<file path="src/rtl/writeback_regfile_if.sv">
// writeback_regfile_if: MEM/WB-to-writeback bus plus decode read ports and hazard/debug outputs
//   master: pipeline side (drives MEM/WB fields and decode read addresses, receives results)
//   slave : writeback/regfile side (consumes the fields, drives read data, result, strobes and count)
interface writeback_regfile_if #(
  parameter int width = 32,
  parameter int CNTW  = 32
);
  logic [width-1:0] ReadDataW;
  logic [width-1:0] ALUOutW;
  logic [4:0]       WriteRegW;
  logic             RegWriteW;
  logic             MemtoRegW;
  logic [4:0]       A1;
  logic [4:0]       A2;
  logic [width-1:0] RD1;
  logic [width-1:0] RD2;
  logic [width-1:0] ResultW;
  logic [4:0]       WriteRegOutW;
  logic             RegWriteOutW;
  logic [CNTW-1:0]  CommitCount;
  modport master (
    output ReadDataW, ALUOutW, WriteRegW, RegWriteW, MemtoRegW, A1, A2,
    input  RD1, RD2, ResultW, WriteRegOutW, RegWriteOutW, CommitCount
  );
  modport slave (
    input  ReadDataW, ALUOutW, WriteRegW, RegWriteW, MemtoRegW, A1, A2,
    output RD1, RD2, ResultW, WriteRegOutW, RegWriteOutW, CommitCount
  );
endinterface

</file>
<file path="src/rtl/writeback_regfile.sv">
// writeback_regfile: writeback result select and 31-entry register file with same-cycle write bypass
//   clk   : pipeline clock, state updates on rising edge
//   rst_n : asynchronous active-low reset (clears registers and commit counter)
//   bus   : writeback_regfile_if.slave -- MEM/WB fields and A1/A2 in; RD1/RD2, ResultW,
//           WriteRegOutW, RegWriteOutW, CommitCount out
module writeback_regfile #(
  parameter int width = 32,
  parameter int CNTW  = 32
) (
  input logic               clk,
  input logic               rst_n,
  writeback_regfile_if.slave bus
);
  logic [width-1:0] regs [1:31];
  logic [CNTW-1:0]  cnt;
  logic             we;
  assign bus.ResultW = bus.MemtoRegW ? bus.ReadDataW : bus.ALUOutW;
  // Gating with rst_n suppresses the bypass and strobes while reset is held.
  assign we = rst_n && bus.RegWriteW && (bus.WriteRegW != 5'd0);
  assign bus.RegWriteOutW = we;
  assign bus.WriteRegOutW = we ? bus.WriteRegW : 5'd0;
  assign bus.CommitCount = cnt;
  always_comb begin
    bus.RD1 = (bus.A1 == 5'd0) ? '0 : (we && bus.A1 == bus.WriteRegW) ? bus.ResultW : regs[bus.A1];
    bus.RD2 = (bus.A2 == 5'd0) ? '0 : (we && bus.A2 == bus.WriteRegW) ? bus.ResultW : regs[bus.A2];
  end
  always_ff @(posedge clk or negedge rst_n) begin
    if (!rst_n) begin
      for (int i = 1; i < 32; i++) regs[i] <= '0;
      cnt <= '0;
    end else if (we) begin
      regs[bus.WriteRegW] <= bus.ResultW;
      cnt <= cnt + 1'b1;
    end
  end
endmodule

</file>
<file path="src/flat_wrapper.sv">
// flat-port wrapper written by rule: the top's interface ports become plain ports
module writeback_regfile_flat 
#(
  parameter int width = 32,
  parameter int CNTW  = 32
)
  (clk, rst_n, bus_ReadDataW, bus_ALUOutW, bus_WriteRegW, bus_RegWriteW, bus_MemtoRegW, bus_A1, bus_A2, bus_RD1, bus_RD2, bus_ResultW, bus_WriteRegOutW, bus_RegWriteOutW, bus_CommitCount);
  writeback_regfile_if #(.width(width), .CNTW(CNTW)) bus_i ();
  input logic clk;
  input logic rst_n;
  input wire logic [$bits(bus_i.ReadDataW)-1:0] bus_ReadDataW;
  input wire logic [$bits(bus_i.ALUOutW)-1:0] bus_ALUOutW;
  input wire logic [$bits(bus_i.WriteRegW)-1:0] bus_WriteRegW;
  input wire logic [$bits(bus_i.RegWriteW)-1:0] bus_RegWriteW;
  input wire logic [$bits(bus_i.MemtoRegW)-1:0] bus_MemtoRegW;
  input wire logic [$bits(bus_i.A1)-1:0] bus_A1;
  input wire logic [$bits(bus_i.A2)-1:0] bus_A2;
  output wire logic [$bits(bus_i.RD1)-1:0] bus_RD1;
  output wire logic [$bits(bus_i.RD2)-1:0] bus_RD2;
  output wire logic [$bits(bus_i.ResultW)-1:0] bus_ResultW;
  output wire logic [$bits(bus_i.WriteRegOutW)-1:0] bus_WriteRegOutW;
  output wire logic [$bits(bus_i.RegWriteOutW)-1:0] bus_RegWriteOutW;
  output wire logic [$bits(bus_i.CommitCount)-1:0] bus_CommitCount;
  assign bus_i.ReadDataW = bus_ReadDataW;
  assign bus_i.ALUOutW = bus_ALUOutW;
  assign bus_i.WriteRegW = bus_WriteRegW;
  assign bus_i.RegWriteW = bus_RegWriteW;
  assign bus_i.MemtoRegW = bus_MemtoRegW;
  assign bus_i.A1 = bus_A1;
  assign bus_i.A2 = bus_A2;
  assign bus_RD1 = bus_i.RD1;
  assign bus_RD2 = bus_i.RD2;
  assign bus_ResultW = bus_i.ResultW;
  assign bus_WriteRegOutW = bus_i.WriteRegOutW;
  assign bus_RegWriteOutW = bus_i.RegWriteOutW;
  assign bus_CommitCount = bus_i.CommitCount;
  writeback_regfile #(.width(width), .CNTW(CNTW)) u_core (.clk(clk), .rst_n(rst_n), .bus(bus_i));
endmodule
</file>
<file path="config.mk">
export PLATFORM = sky130hd
export DESIGN_NAME = writeback_regfile_flat
export DESIGN_NICKNAME = d
export VERILOG_FILES = /design/src/rtl/writeback_regfile_if.sv /design/src/rtl/writeback_regfile.sv /design/src/flat_wrapper.sv
export SDC_FILE = /design/constraint.sdc
export NUM_CORES = 2
export LEC_CHECK = 0
export ABC_AREA = 1
export BUFFER_PORTS_ARGS = -buffer_cell sky130_fd_sc_hd__buf_2
export CAP_MARGIN = 20
export CORE_ASPECT_RATIO = 0.5
export CORE_UTILIZATION = 35
export CTS_BUF_LIST = sky130_fd_sc_hd__clkbuf_8
export DETAILED_ROUTE_END_ITERATION = 8
export PLACE_DENSITY = 0.52
export SLEW_MARGIN = 15
export SYNTH_ARGS = -nofsm -noshare
export SYNTH_HDL_FRONTEND = slang
export SYNTH_SLANG_ARGS = --single-unit
</file>
<file path="constraint.sdc">
create_clock -name clk -period 5.3 [get_ports clk]
set_input_delay 1.06 -clock clk [delete_from_list [all_inputs] [get_ports clk]]
set_output_delay 1.06 -clock clk [all_outputs]
set_load 0.05 [all_outputs]
</file>
=== Yosys cells after proc, flatten, opt, wreduce, memory -nomap -nowiden ===
Cells that the tools add are included.
Widths: inputs -> output; s select.

* Input port bits: 83
* Output and inout port bits: 134
* Register bits: 1024

* Add/subtract/negate cells: 1
* Bitwise gates (word level): 3
* Order comparisons: 4
* Equal/unequal tests: 2
* Reductions and logical operators: 8
* Muxes and demuxes: 15

{| class="wikitable"
|+ Operator list
! cell !! number
|-
| $bwmux 992 || 1
|-
| $bmux 32 s5 || 2
|-
| $mux 32 || 10
|-
| $demux 32 s5 || 1
|-
| $add 32x1->32 const B || 1
|-
| $ge 6x6->1 const B || 3
|-
| $not 5->6 || 3
|-
| $eq 5x5->1 || 2
|-
| $logic_not 5->1 || 2
|-
| $lt 6x1->1 const B || 1
|-
| $logic_and 1x1->1 || 5
|-
| $mux 5 || 1
|-
| $reduce_bool 5->1 || 1
|}

=== Depth between registers and ports, before layout ===
* Depth after elaboration: 6
* Depth in mapped cells: 13
* Gate-level depth less buffers: 11

=== Worst setup path before layout ===
No wires, ideal clock.

* Path type: input-to-output
* From: in bus_WriteRegW[3]
* To: out bus_RD1[24]
* Path slack: 1.661 ns
* Stages on the path: 12
* Path buffers: 4
* Arrival: 2.579 ns
* Path through: buf_4 > inv_4 > nand2_4 > nor2_4 > nand2_4 > nand2_8 > inv_6 > buf_6 > buf_6 > buf_6 > nand3_1 > nand2_1

* Longest elaborated chain between the ends: 5
* Elaborated cells between the ends (all ways): 6
* Those cells by class: 1 x eq/ne; 2 x mux; 3 x reduce/logical

{| class="wikitable"
|+ RTL lines
! what !! line !! source
|-
| start: declaration || flat_wrapper.sv:13 || <nowiki>input wire logic [$bits(bus_i.WriteRegW)-1:0] bus_WriteRegW;</nowiki>
|-
| $reduce_bool 5->1 || writeback_regfile.sv:19 || <nowiki>assign we = rst_n && bus.RegWriteW && (bus.WriteRegW != 5'd0);</nowiki>
|-
| $logic_and 1x1->1 || writeback_regfile.sv:19 ||
|-
| $logic_and 1x1->1 (*) || writeback_regfile.sv:24 || <nowiki>bus.RD1 = (bus.A1 == 5'd0) ? '0 : (we && bus.A1 == bus.WriteRegW) ? bus.ResultW : regs[bus.A1];</nowiki>
|-
| $mux 32 (*) (2 in a row) || writeback_regfile.sv:24 ||
|-
| end: declaration || flat_wrapper.sv:18 || <nowiki>output wire logic [$bits(bus_i.RD1)-1:0] bus_RD1;</nowiki>
|}

Mark *: on every way between the ends. The rest lies on a longest branch, timed or not.

=== Worst setup path after layout ===
* From: in bus_A1[1]
* To: out bus_RD1[18]

* Longest elaborated chain between the ends: 6
* Elaborated cells between the ends (all ways): 9
* Those cells by class: 1 x eq/ne; 5 x mux; 1 x bitwise; 2 x reduce/logical

{| class="wikitable"
|+ RTL lines
! what !! line !! source
|-
| start: declaration || flat_wrapper.sv:16 || <nowiki>input wire logic [$bits(bus_i.A1)-1:0] bus_A1;</nowiki>
|-
| $not 5->6 (not written as such) || writeback_regfile.sv:24 ||
|-
| $bmux 32 s5 || writeback_regfile.sv:24 ||
|-
| $mux 32 (not written as such) (2 in a row) || writeback_regfile.sv:24 ||
|-
| $mux 32 || writeback_regfile.sv:24 ||
|-
| $mux 32 (*) || writeback_regfile.sv:24 ||
|}

Mark *: on every way between the ends. The rest lies on a longest branch, timed or not. The select of a mux whose other input is x is not followed.

==> key figures <==
Placed design
  • Post-place instance area: 63700 um^2
  • Placer congestion estimate: slightly below 0.9
  • HPWL after detailed placement: about 150000 um
  • # port buffers: ~220
  • Cell count after placement: about 11000

GRT
  • Maximum number of pins on one net before global-route repair: 150
  • Initial antenna violation count: 4
  • Via count of the first global-routing pass: ~57000
  • Overflow left after global routing: 0
  • Overall track demand over capacity in global routing: 0.296
  • Global-route wire length before repair: approximately 390000 um

Worst setup path
  • Most frequent cell on the critical path: nand3_1
  • Worst Path Max Fanout: 96
  • Type of the worst setup path: in2out
  • End of the worst register-to-register path: u_core.bus.CommitCount[24]
  • Slowest stage delay, CP: between 400 and 500 ps
  • Data arrival at the endpoint of the critical path: between 3000 and 4000 ps
  • Startpoint of the worst setup timing path: bus_A1[1]
  • Startpoint of the worst register-to-register path: u_core.bus.CommitCount[0]
  • R2r setup slk: 3320 ps
  • Crit start category: input pin
  • Data required time of the critical path: between 4000 and 5000 ps
  • Critical-path top delay cell: buf_12
  • CP cell instances: buf_8 -> inv_8 -> buf_12 -> nand3_1 -> nand3_1 -> nand3_1 -> nand3_1 -> nand3_1 -> nand2_1 -> buf_2
  • Endpoint class of the critical path: output pin
  • R2R cell count: 6

Pwr
  • Total power divided by cell area: 326 nW/um^2
  • IR Drop Worst-Case VDD: around 0.00018 V
  • Static leakage: around 34 nW
  • Sum of internal, switching and leakage power: around 22 mW

Clock tree
  • Worst-Skew Late Latency: roughly 890 ps
  • Clk buf depth: 4
  • Number of clock sinks: 1024
  • Clock tree from TritonCTS: built
  • CTS HTree Levels: 4
  • Count of hold buffers inserted by post-cts repair: 0
  • Post_cts resized: 0
  • Cell chosen for the clock root: clkbuf_8
  • Number of buffers inserted during clock tree synthesis: 177
  • Postcts setup bufs: 0
  • Post-CTS clock slew at the launch and capture registers of the worst setup and hold paths: 70 ps

Final layout
  • Synthesis-to-finish area growth: 10.5%
  • Non-Filler Instances: approximately 11000
  • Ratio of cells with drive above 1 in the final layout: 0.0757
  • Filler cells: 18500
  • Non-Filler Cell Area, Final: between 60000 and 70000 um^2
  • Nets: 9105

Routing
  • Routed Antenna Nets: 0
  • Average via count per standard cell: roughly 5.4
  • Post-route DRC: 0
  • Per-cell routed wire length: ~23 um
  • DRT iter0 DRCs: 7647
  • Vias: 62100
  • Aggregate routed wire length: roughly 260000 um
  • Iteration count of the initial detailed-routing pass: 6

Job
  • MaxCap Viol Count: 0

Yosys
  • Largest cells by area after synthesis: dfrtp_1, nand2_1, nand3_1
  • Cell type contributing the most total cell area after synthesis: dfrtp_1
  • Cells after synthesis: approximately 9200
  • Mapped cell area: roughly 60000 um^2
  • Share of the yosys chip area belonging to registers: 0.422
  • Post-synthesis xor/xnor area fraction: 0.00360
  • Post-Syn Area per Cell: approximately 6.6 um^2
  • Post-synthesis share of cell area spent on full adders, half adders and majority gates: 0.000206
  • Register bit total from synthesis: between 1000 and 1500
  • Number of flops mapped to enable cells by yosys: 0
  • Synthesized-area fraction occupied by ao, oa, aoi and oai cells: 0.0832
  • Leading post-synthesis cells by instance count: nand2_1, nand3_1, dfrtp_1
  • Main combinational cell family by area after synthesis: simple AND/OR/NAND/NOR gates
  • Top-area cell type share of the netlist area: 0.422
  • Post-synth ARST share: 1.00
  • Most frequent cell after synthesis: nand2_1
  • Unique masters post-synth: 33
  • Prevailing post-synth register cell: dfrtp_1
  • Simple logic cell fraction of the synthesized area: 0.379
  • Synthesis Warnings: 0
  • Multiplexer share of the synthesized area: 0
  • Syn_nets: between 9000 and 10000

Floorplanning
  • Effective utilization at floorplan: 0.355
  • Die Outline Area: 175000 um^2
  • X dimension of the die: ~590 um
  • Area inside the core boundary: ~170000 um^2
  • Num ports: around 220
  • Chip height: between 200 and 300 um
  • Placement row count: around 110

Status
  • Status: complete, no violations

Timing
  • Worst hold slack after final layout: 308 ps
  • Measured slew at the worst slew-check pin: between 1000 and 1500 ps
  • Summed negative setup slack over all endpoints: 0 ps
  • Setup violation total in the final timing report: 0
  • Ratio of final minimum period to clock period: 0.885
  • Max-slew headroom at the worst pin: 0.208
  • Clock Skew: 40.2 ps
  • Final critical delay including setup and external delays: around 4700 ps
  • Unrepaired setup endpoints after global routing: no
  • Max Transition Viols Final: 0
  • Max frequency: 213 MHz
  • Number of hold-slack violations in the final timing report: 0

Worst hold path
  • Type of the worst min-delay path: in2async
==> worst max-delay path: cells and delay by family <==
family                 cells  cell delay [ps]
buffers and inverters      4             1220
and+or+nand+nor            6             1080
==> routing by layer <==
metal | GRT usage | up-vias | wire length [um]
li1 | - | 28800 | -
met1 | 0.416 | 29800 | 116000
met2 | 0.447 | 2978 | 111000
met3 | 0.0615 | 524 | 26400
met4 | 0.111 | 2 | 10000
met5 | 0 | - | 12
==> cell usage in the layout, fill, tap and decap left out, drive strengths merged <==
cell type / instances
clkbuf: 226
nor3: 12
nor3b: 2
nor2: 77
xor2: 17
inv: 1048
clkinvlp: 7
xnor2: 8
o21ai: 989
dfrtp: 1024
bufinv: 1
nor4: 1
ha: 1
nand4: 8
a21oi: 17
nand2: 3389
buf: 371
diode: 5
clkinv: 15
nand3: 1932
nand3b: 2
==> report_power, final <==
group / switching, mW / internal, mW / leakage (nW)
logic: 3.53 / 1.44 / 18.3
clock network: 3.67 / 3.85 / 2.00
registers: 0.612 / 8.82 / 13.7
total: 7.82 / 14.1 / 34.0
==> registers in the layout (all words and copies together), names as in the netlist <==
signal	cells
u_core.bus.CommitCount	32
u_core.regs	992
==> cell families after synthesis <==
kind of cell             Yosys count
buffers and inverters           1727
adder cells (fa/ha/maj)            1
XOR/XNOR                          25
AO/OA/AOI/OAI                   1006
AND/OR/NAND/NOR                 5423
flip-flops                      1024
==> how the worst max path moves through the flow <==
stage	endpoint	slack, ps	cells after the start
2_1_floorplan	bus_RD1[24]	1660	12
3_3_place_gp	bus_RD1[18]	720	10
3_5_place_dp	bus_RD1[18]	730	10
4_1_cts	bus_RD1[18]	730	10
5_1_grt	bus_RD1[18]	610	10
6_report	bus_RD1[18]	610	10
==> per-stage QoR <==
step                      setup WS (ps)   util
after CTS                           728  0.392
after global routing                609  0.392
final                               607  0.392
after global placement              724  0.371
after detailed placement            735  0.372
after floorplan                    1660      -
==> layout make-up <==
class | instances | area [um^2] | area share
multi-input combinational | 6455 | 28500 | 0.424
sequential | 1024 | 25600 | 0.381
inverter | 992 | 3780 | 0.0562
clock buffer | 226 | 3110 | 0.0463
timing repair buffer | 371 | 2910 | 0.0433
tap | 2289 | 2860 | 0.0426
clock inverter | 79 | 368 | 0.00548
antenna | 5 | 12.5 | 0.000186
Power figures use the tool's default switching activity.
